$ cat config.mk
export PLATFORM = sky130hd
export DESIGN_NAME = serial_frame_rx
export DESIGN_NICKNAME = d
export VERILOG_FILES = /design/src/rtl/serial_frame_pkg.sv /design/src/rtl/sipo_shift.sv /design/src/rtl/serial_frame_rx.sv
export SDC_FILE = /design/constraint.sdc
export NUM_CORES = 1
export LEC_CHECK = 0
export CORE_MARGIN = 2
export CORE_UTILIZATION = 25
export CTS_BUF_LIST = sky130_fd_sc_hd__clkbuf_8 sky130_fd_sc_hd__clkbuf_16
export CTS_CLUSTER_DIAMETER = 150
export DETAILED_ROUTE_END_ITERATION = 6
export PLACE_DENSITY = 0.55
export REMOVE_ABC_BUFFERS = 1
export SYNTH_ARGS = -nofsm -noshare
export SYNTH_HDL_FRONTEND = slang
export SYNTH_HIERARCHICAL = 1
export SYNTH_SLANG_ARGS = --single-unit
$ cat constraint.sdc
create_clock -name clk -period 1.5 [get_ports clk]
set_clock_uncertainty 0.05 [all_clocks]
set_input_delay 0.15 -clock clk [delete_from_list [all_inputs] [get_ports clk]]
set_output_delay 0.15 -clock clk [all_outputs]
set_load 0.03 [all_outputs]
$ cat src/rtl/serial_frame_pkg.sv
// Shared types and constants for the serial frame receiver.
// Optional parity support is enabled by defining SERIAL_FRAME_RX_PARITY_EN.
package serial_frame_pkg;

`ifdef SERIAL_FRAME_RX_PARITY_EN
  typedef enum logic [1:0] {IDLE = 2'd0, DATA = 2'd1, PARITY = 2'd2} state_t;
`else
  typedef enum logic [1:0] {IDLE = 2'd0, DATA = 2'd1} state_t;
`endif

  localparam int DATA_W_DEF    = 8;
  localparam int FRAME_LEN     = 1 + DATA_W_DEF;
  localparam int FRAME_LEN_PAR = 2 + DATA_W_DEF;

  function automatic int frame_len(input int dw, input bit par);
    return 1 + dw + (par ? 1 : 0);
  endfunction

endpackage

$ cat src/rtl/sipo_shift.sv
// Serial-in parallel-out register: new bits enter at the LSB, clear has priority.
module sipo_shift #(
  parameter int W = 8
) (
  input  logic         clk,
  input  logic         reset_n,
  input  logic         clr,
  input  logic         shift_en,
  input  logic         sin,
  output logic [W-1:0] q
);

  always_ff @(posedge clk or negedge reset_n) begin
    if (!reset_n)      q <= '0;
    else if (clr)      q <= '0;
    else if (shift_en) q <= {q[W-2:0], sin};
  end

endmodule

$ cat src/rtl/serial_frame_rx.sv
// Start-bit framed serial receiver with a single-entry holding register.
// Define SERIAL_FRAME_RX_PARITY_EN to expect a trailing even-parity bit per frame.
module serial_frame_rx
  import serial_frame_pkg::*;
#(
  parameter int DATA_W = DATA_W_DEF
) (
  input  logic              clk,
  input  logic              reset_n,
  input  logic              sdi,
  output logic [DATA_W-1:0] pdata,
  output logic              pvalid,
  input  logic              pready,
  output logic              busy,
  output logic              overrun,
  output logic              perr
);

  localparam int CNT_W = (DATA_W > 1) ? $clog2(DATA_W) : 1;

  state_t            state, state_nxt;
  logic [CNT_W-1:0]  cnt;
  logic [DATA_W-1:0] sr_q, frame;
  logic              sr_clr, sr_en, last_data, done, frame_ok;
  logic              accept, load;

  sipo_shift #(.W(DATA_W)) u_sipo (
    .clk      (clk),
    .reset_n  (reset_n),
    .clr      (sr_clr),
    .shift_en (sr_en),
    .sin      (sdi),
    .q        (sr_q)
  );

  assign last_data = (cnt == CNT_W'(DATA_W - 1));

  always_ff @(posedge clk or negedge reset_n) begin
    if (!reset_n) state <= IDLE;
    else          state <= state_nxt;
  end

  always_comb begin
    state_nxt = state;
    sr_clr    = 1'b0;
    sr_en     = 1'b0;
    done      = 1'b0;
    frame_ok  = 1'b1;
    frame     = sr_q;
    case (state)
      IDLE: begin
        if (sdi) begin
          state_nxt = DATA;
          sr_clr    = 1'b1;
        end
      end
      DATA: begin
        sr_en = 1'b1;
        if (last_data) begin
`ifdef SERIAL_FRAME_RX_PARITY_EN
          state_nxt = PARITY;
`else
          // Final data bit is still on sdi: build the frame around it.
          state_nxt = IDLE;
          done      = 1'b1;
          frame     = {sr_q[DATA_W-2:0], sdi};
`endif
        end
      end
`ifdef SERIAL_FRAME_RX_PARITY_EN
      PARITY: begin
        state_nxt = IDLE;
        done      = 1'b1;
        frame_ok  = ~(^{sr_q, sdi});
      end
`endif
      default: state_nxt = IDLE;
    endcase
  end

  always_ff @(posedge clk or negedge reset_n) begin
    if (!reset_n)           cnt <= '0;
    else if (state == DATA) cnt <= cnt + 1'b1;
    else                    cnt <= '0;
  end

  // A frame may land in the holding register on the same edge it is drained.
  assign accept = done && frame_ok;
  assign load   = accept && (!pvalid || pready);

  always_ff @(posedge clk or negedge reset_n) begin
    if (!reset_n) begin
      pdata   <= '0;
      pvalid  <= 1'b0;
      overrun <= 1'b0;
    end else begin
      if (load) pdata <= frame;
      pvalid  <= load || (pvalid && !pready);
      overrun <= accept && pvalid && !pready;
    end
  end

`ifdef SERIAL_FRAME_RX_PARITY_EN
  always_ff @(posedge clk or negedge reset_n) begin
    if (!reset_n) perr <= 1'b0;
    else          perr <= done && !frame_ok;
  end
`else
  assign perr = 1'b0;
`endif

  assign busy = (state != IDLE);

endmodule
==> impl_results.md, run 1 <==
- Final instance area: 0.001264 sq mm
- CTS Buf Count: 3
- Count of final hold-check violations: 0
- Largest net degree at the start of global routing: 23
- Die ar.: 0.004318 sq mm
- Worst setup path end: pdata[2]
- Die W: 65.72 um
- CORE AREA: 0.003661 sq mm
- Top Family by Delay on Critical Path: flip-flops
- Count of input and output buffers: 14
- Max Cap Viol: 0
- Critical path arrival: 1.55 ns
- Clk_lat worst skew: 0.25 ns
- Synthesized area per cell: 14.43 sq um
- Tmin final: 1.461 ns
- Stages on the worst setup path: 6
- Max Fclk: 0.6844 GHz
- Status: finished, final reports clean
- Detailed router's first-iteration violation count: 10
- Max Buffers Root-to-Sink: 2
- Routed length per instance: 11.22 um
- Tightest Hold Check Type: primary input to asynchronous set/reset pin
- R2r endpoint: pdata[2]
- Final Worst Setup Slack: 0.03884 ns
- Critical Path RT: 1.59 ns
- CP startpoint kind: flop
- Synth Register Bits: 22
- R2r setup slk: 0.04 ns
- Cell count after synthesis: 66
- Commonest non-fill, non-tap cell in the layout: dfrtp_1
- Yosys warning count: 6
- Initial antenna violation count: 0
- Vias in the first global route: 534
- FF-to-FF Start: cnt[0]
- Final setup violation count: 0
- Origin of the worst setup path: cnt[0]
- Boundary Pins: 16
- Average vias per placed instance: 3.933
- CP peak stage delay: 0.38 ns
- RSZ-0062 raised after global routing: yes
- Most used cell, CP: ha_4
- Cell variety after synth: 19
- DRT Pass-1 Iters: 4
- DRC: 0
- Total congestion overflow: 0
- Die span in y: 65.72 um
- Gr usage total: 8.146%
- Dpl cell area: 0.001137 sq mm
- VDD IR max: 0.0006288 V
- Nets: 94
- CTS tree: done
- Worst-path clk slew: 0.08 ns
- H-tree depth: 1
- Synth Cell Area: 952.2 sq um
- Most frequent cells in the layout: 22 x dfrtp_1, 10 x nor2_1, 8 x mux2_4, 8 x mux2i_1
- DP HPWL: 1.018 mm
- Number of buffers and inverters on the critical path: 1
- Fin. max-slew vios: 0
- Slowest CP cell: dfrtp_1
- Antenna fix cells: 0
- Leakage: 0.6879 nW
- Final WL: 1.503 mm
- Critical path, cell by cell: ha_4 > ha_4 > nand2_4 > nor2b_4 > buf_12 > mux2_4
- Critical-path maximum fanout: 8
- CTS Sinks: 22
- Kind of end point of the critical path: flop
- GP Congestion: 0.6833
- Vias: 527
- Post-route ant nets: 0
- Setup Crit Path Kind: flop to flop
- Filler Cell Count: 362
- Rows: 22
- Period utilization: 97.41%
- Worst Reg-to-Reg Cells: 6
- Share of layout cells above drive strength 1: 30.23%
- Clock root cell: clkbuf_8
- First-pass GRT wire length: 2.656 mm
- Area growth from synthesis to final layout: 32.72%
- DP Worst Slack: -0.1044 ns
- Power per cell area: 2204 mW/mm^2
- Seq/Total Area, Yosys: 57.82%
- Initial core utilization: 26.01%
## cells in the mapped netlist
cell       n  area, sq um
and2b_1    1        7.510
a21oi_1    1        5.000
nand2_1    1        3.750
dfrtp_1   22        550.5
conb_1     1        3.750
ha_1       3        37.54
nor2_1    10        37.54
mux2i_1    8        80.08
buf_4      1        7.510
buf_6      1        11.26
nor2b_1    1        6.260
mux2_2     1        11.26
and2_1     2        12.51
buf_1      1        3.750
mux2_4     8        120.1
nand2b_4   1        13.76
nand2_2    1        6.260
buf_12     1        20.02
nor2b_4    1        13.76
## sequential cells by signal, summed over array words and instances (netlist names)
signal / flops
cnt: 3
state: 1
pvalid: 1
overrun: 1
pdata: 8
u_sipo/q: 8
## area by class of cell
| cell class | count | area (sq um) | share of cell area, % |
|---|---|---|---|
| clock buffers | 4 | 55.05 | 4.356 |
| multi-input cells | 40 | 391.6 | 30.99 |
| flip-flops and latches | 22 | 550.5 | 43.56 |
| well taps | 48 | 60.06 | 4.752 |
| repair buffers | 20 | 206.4 | 16.34 |
## how the worst min path moves through the flow
stage          startpoint        to  slack [ns]  depth (start not counted)
2_1_floorplan     reset_n    cnt[0]       -0.20                          0
3_3_place_gp       cnt[0]    cnt[0]        0.37                          1
3_5_place_dp       cnt[0]    cnt[0]        0.38                          1
4_1_cts           reset_n  pdata[2]        0.19                          2
5_1_grt           reset_n    cnt[2]        0.22                          2
6_report          reset_n    cnt[2]        0.19                          2
## cell families after synthesis
family / synth area share (%)
AND/OR/NAND/NOR: 10.64
AO/OA/AOI/OAI: 0.5251
adder cells (fa/ha/maj): 3.943
multiplexers: 22.21
other: 0.3938
buffers and inverters: 4.468
flip-flops: 57.82
## stage by stage
| stage | utilization (%) | hold WS (ns) | total power [mW] | cells | setup TNS (ns) |
|---|---|---|---|---|---|
| floorplan | - | -0.1956 | 1.883 | 62 | -2.067 |
| global route | 34.52 | 0.2157 | 2.989 | 134 | -0.01273 |
| detailed placement | 31.07 | 0.3821 | 2.328 | 128 | -0.8010 |
| finish | 34.52 | 0.1851 | 2.785 | 134 | 0 |
| global placement | 31.07 | 0.3699 | 2.296 | 128 | -0.5830 |
| CTS | 33.70 | 0.1906 | 2.815 | 133 | 0 |
## what timing repair did
action,4_1_cts,5_1_grt
hold buffers,0,0
setup buffers,1,1
setup endpoints to repair,11,14
resized for setup,7,8
pin swaps,1,0
## routing by layer
metal,vias up,global-route usage (%),part of all wire [%]
met3,2,1.027,3.1
met5,-,0,0
met2,12,10.98,46
met4,0,4.688,1.8
met1,256,12.26,49
li1,257,-,-
## power by group
group / switching (mW) / internal (mW) / total, mW / leakage (nW)
sequential: 0.201 / 0.872 / 1.07 / 0.271
clock: 0.178 / 0.233 / 0.412 / 0.0288
combinational: 0.626 / 0.675 / 1.30 / 0.388
total: 1.01 / 1.78 / 2.79 / 0.688
Power figures use the tool's default switching activity.
==> run 2, diff against run 1 <==
--- a/config.mk
+++ b/config.mk
@@ -12,7 +12,9 @@
 export DETAILED_ROUTE_END_ITERATION = 6
 export PLACE_DENSITY = 0.55
 export REMOVE_ABC_BUFFERS = 1
+export SKIP_CTS_REPAIR_TIMING = 1
 export SYNTH_ARGS = -nofsm -noshare
 export SYNTH_HDL_FRONTEND = slang
 export SYNTH_HIERARCHICAL = 1
 export SYNTH_SLANG_ARGS = --single-unit
+export TNS_END_PERCENT = 1
==> impl_results.md, run 2 (synthesis gave the netlist of run 1 again) <==
- Critical path arrival: 1.60 ns
- FF-to-FF Start: cnt[0]
- Count of final hold-check violations: 0
- Status: complete, but fails checks
- DRC: 0
- Detailed router's first-iteration violation count: 11
- Vias in the first global route: 531
- Die span in y: 65.72 um
- Critical-path maximum fanout: 8
- Max Cap Viol: 0
- Total congestion overflow: 0
- Gr usage total: 8.110%
- Finished Layout Cells: 133
- Critical Path RT: 1.59 ns
- Period utilization: 100.8%
- GP Congestion: 0.6833
- Fin Setup TNS: -0.03451 ns
- Failing checks: setup timing
- Die ar.: 0.004318 sq mm
- Tmin final: 1.512 ns
- Leakage: 0.7137 nW
- Post-layout utilization of the core: 33.80%
- CORE AREA: 0.003661 sq mm
- Power per cell area: 2210 mW/mm^2
- Final instance area: 0.001237 sq mm
- Cells after DPL: 128
- FF/Latch Area: 550.5 sq um
- Setup Crit Path Kind: flop to flop
- Fin. max-slew vios: 0
- Area growth from synthesis to final layout: 29.96%
- DRT Pass-1 Iters: 4
- H-tree depth: 1
- Final WL: 1.485 mm
- CP startpoint kind: flop
- Clk_lat worst skew: 0.25 ns
- Critical path, cell by cell: ha_2 > ha_1 > nand2_2 > nor2b_4 > buf_12 > mux2_4
- CTS Sinks: 22
- Max Buffers Root-to-Sink: 2
- Average vias per placed instance: 3.925
- Largest net degree at the start of global routing: 23
- Share of layout cells above drive strength 1: 27.06%
- Kind of end point of the critical path: flop
- Tightest Hold Check Type: primary input to asynchronous set/reset pin
- Rows: 22
- Filler Cell Count: 364
- CTS Buf Count: 3
- Count of input and output buffers: 14
- Top Family by Delay on Critical Path: flip-flops
- Post-route ant nets: 0
- Routed length per instance: 11.17 um
- Max Fclk: 0.6616 GHz
- Clock root cell: clkbuf_8
- Most frequent cells in the layout: 22 x dfrtp_1, 10 x nor2_1, 9 x dlymetal6s2s_1
- First-pass GRT wire length: 2.642 mm
- Origin of the worst setup path: cnt[0]
- Final setup violation count: 6
- DP HPWL: 1.018 mm
- Antenna fix cells: 0
- Dpl cell area: 0.001137 sq mm
- Commonest non-fill, non-tap cell in the layout: dfrtp_1
- Initial core utilization: 26.01%
- Total power: 2.734 mW
- Initial antenna violation count: 0
- VDD IR max: 0.0006287 V
- CTS tree: done
- Largest registers: pdata: 8 flops, u_sipo/q: 8 flops, cnt: 3 flops
- Worst-path clk slew: 0.08 ns
- Area of the multi-input gates: 361.6 sq um
- RSZ-0062 raised after global routing: yes
- Slowest CP cell: dfrtp_1
- Die W: 65.72 um
- Boundary Pins: 16
- Number of buffers and inverters on the critical path: 1
- Vias: 522
- Nets: 93
- CP peak stage delay: 0.35 ns
- Final Worst Setup Slack: -0.01151 ns
==> run 2: cell types whose count changed in the layout (fill, tap and decap cells not counted), sizes merged <==
cell	delta
dlygate4sd2	-3
buf	-1
dlymetal6s2s	+3
==> run 2: per-layer routing <==
layer	track usage (%)	part of all wire, %	up-vias
li1	-	-	254
met1	12.15	49	254
met2	10.98	45	12
met3	1.027	3.2	2
met4	4.688	1.8	0
met5	0	0	-
==> run 2: through the flow <==
step           hold slack, ns  setup slack (ns)
2_1_floorplan         -0.1956           -0.2584
3_3_place_gp           0.3699          -0.07547
3_5_place_dp           0.3821           -0.1044
4_1_cts                0.1906           -0.1156
5_1_grt                0.2157          -0.06517
6_report               0.1841          -0.01151
==> run 2: report_power, final <==
group / total (mW) / internal (mW) / switching [mW] / leakage (nW)
clock network: 0.413 / 0.233 / 0.180 / 0.0288
logic: 1.27 / 0.659 / 0.614 / 0.414
registers: 1.05 / 0.871 / 0.177 / 0.271
==> run 2: final cells by class <==
cell class / instances / area share [%]
Clock buffer: 4 / 4.449
Multi-Input combinational cell: 40 / 29.22
Sequential cell: 22 / 44.49
Tap cell: 48 / 4.853
Timing Repair Buffer: 19 / 16.99
==> run 2: worst paths after layout <==
| path | endpoint | slack, ns | cells after the start |
|---|---|---|---|
| worst max register to register | pdata[2] | -0.01 | 6 |
| worst min register to register | cnt[0] | 0.39 | 1 |
| worst min-delay path | cnt[2] | 0.18 | 2 |
| max in group asynchronous | pdata[6] | 0.99 | 2 |
| min in group clk | cnt[0] | 0.39 | 1 |
| worst max-delay path | pdata[2] | -0.01 | 6 |
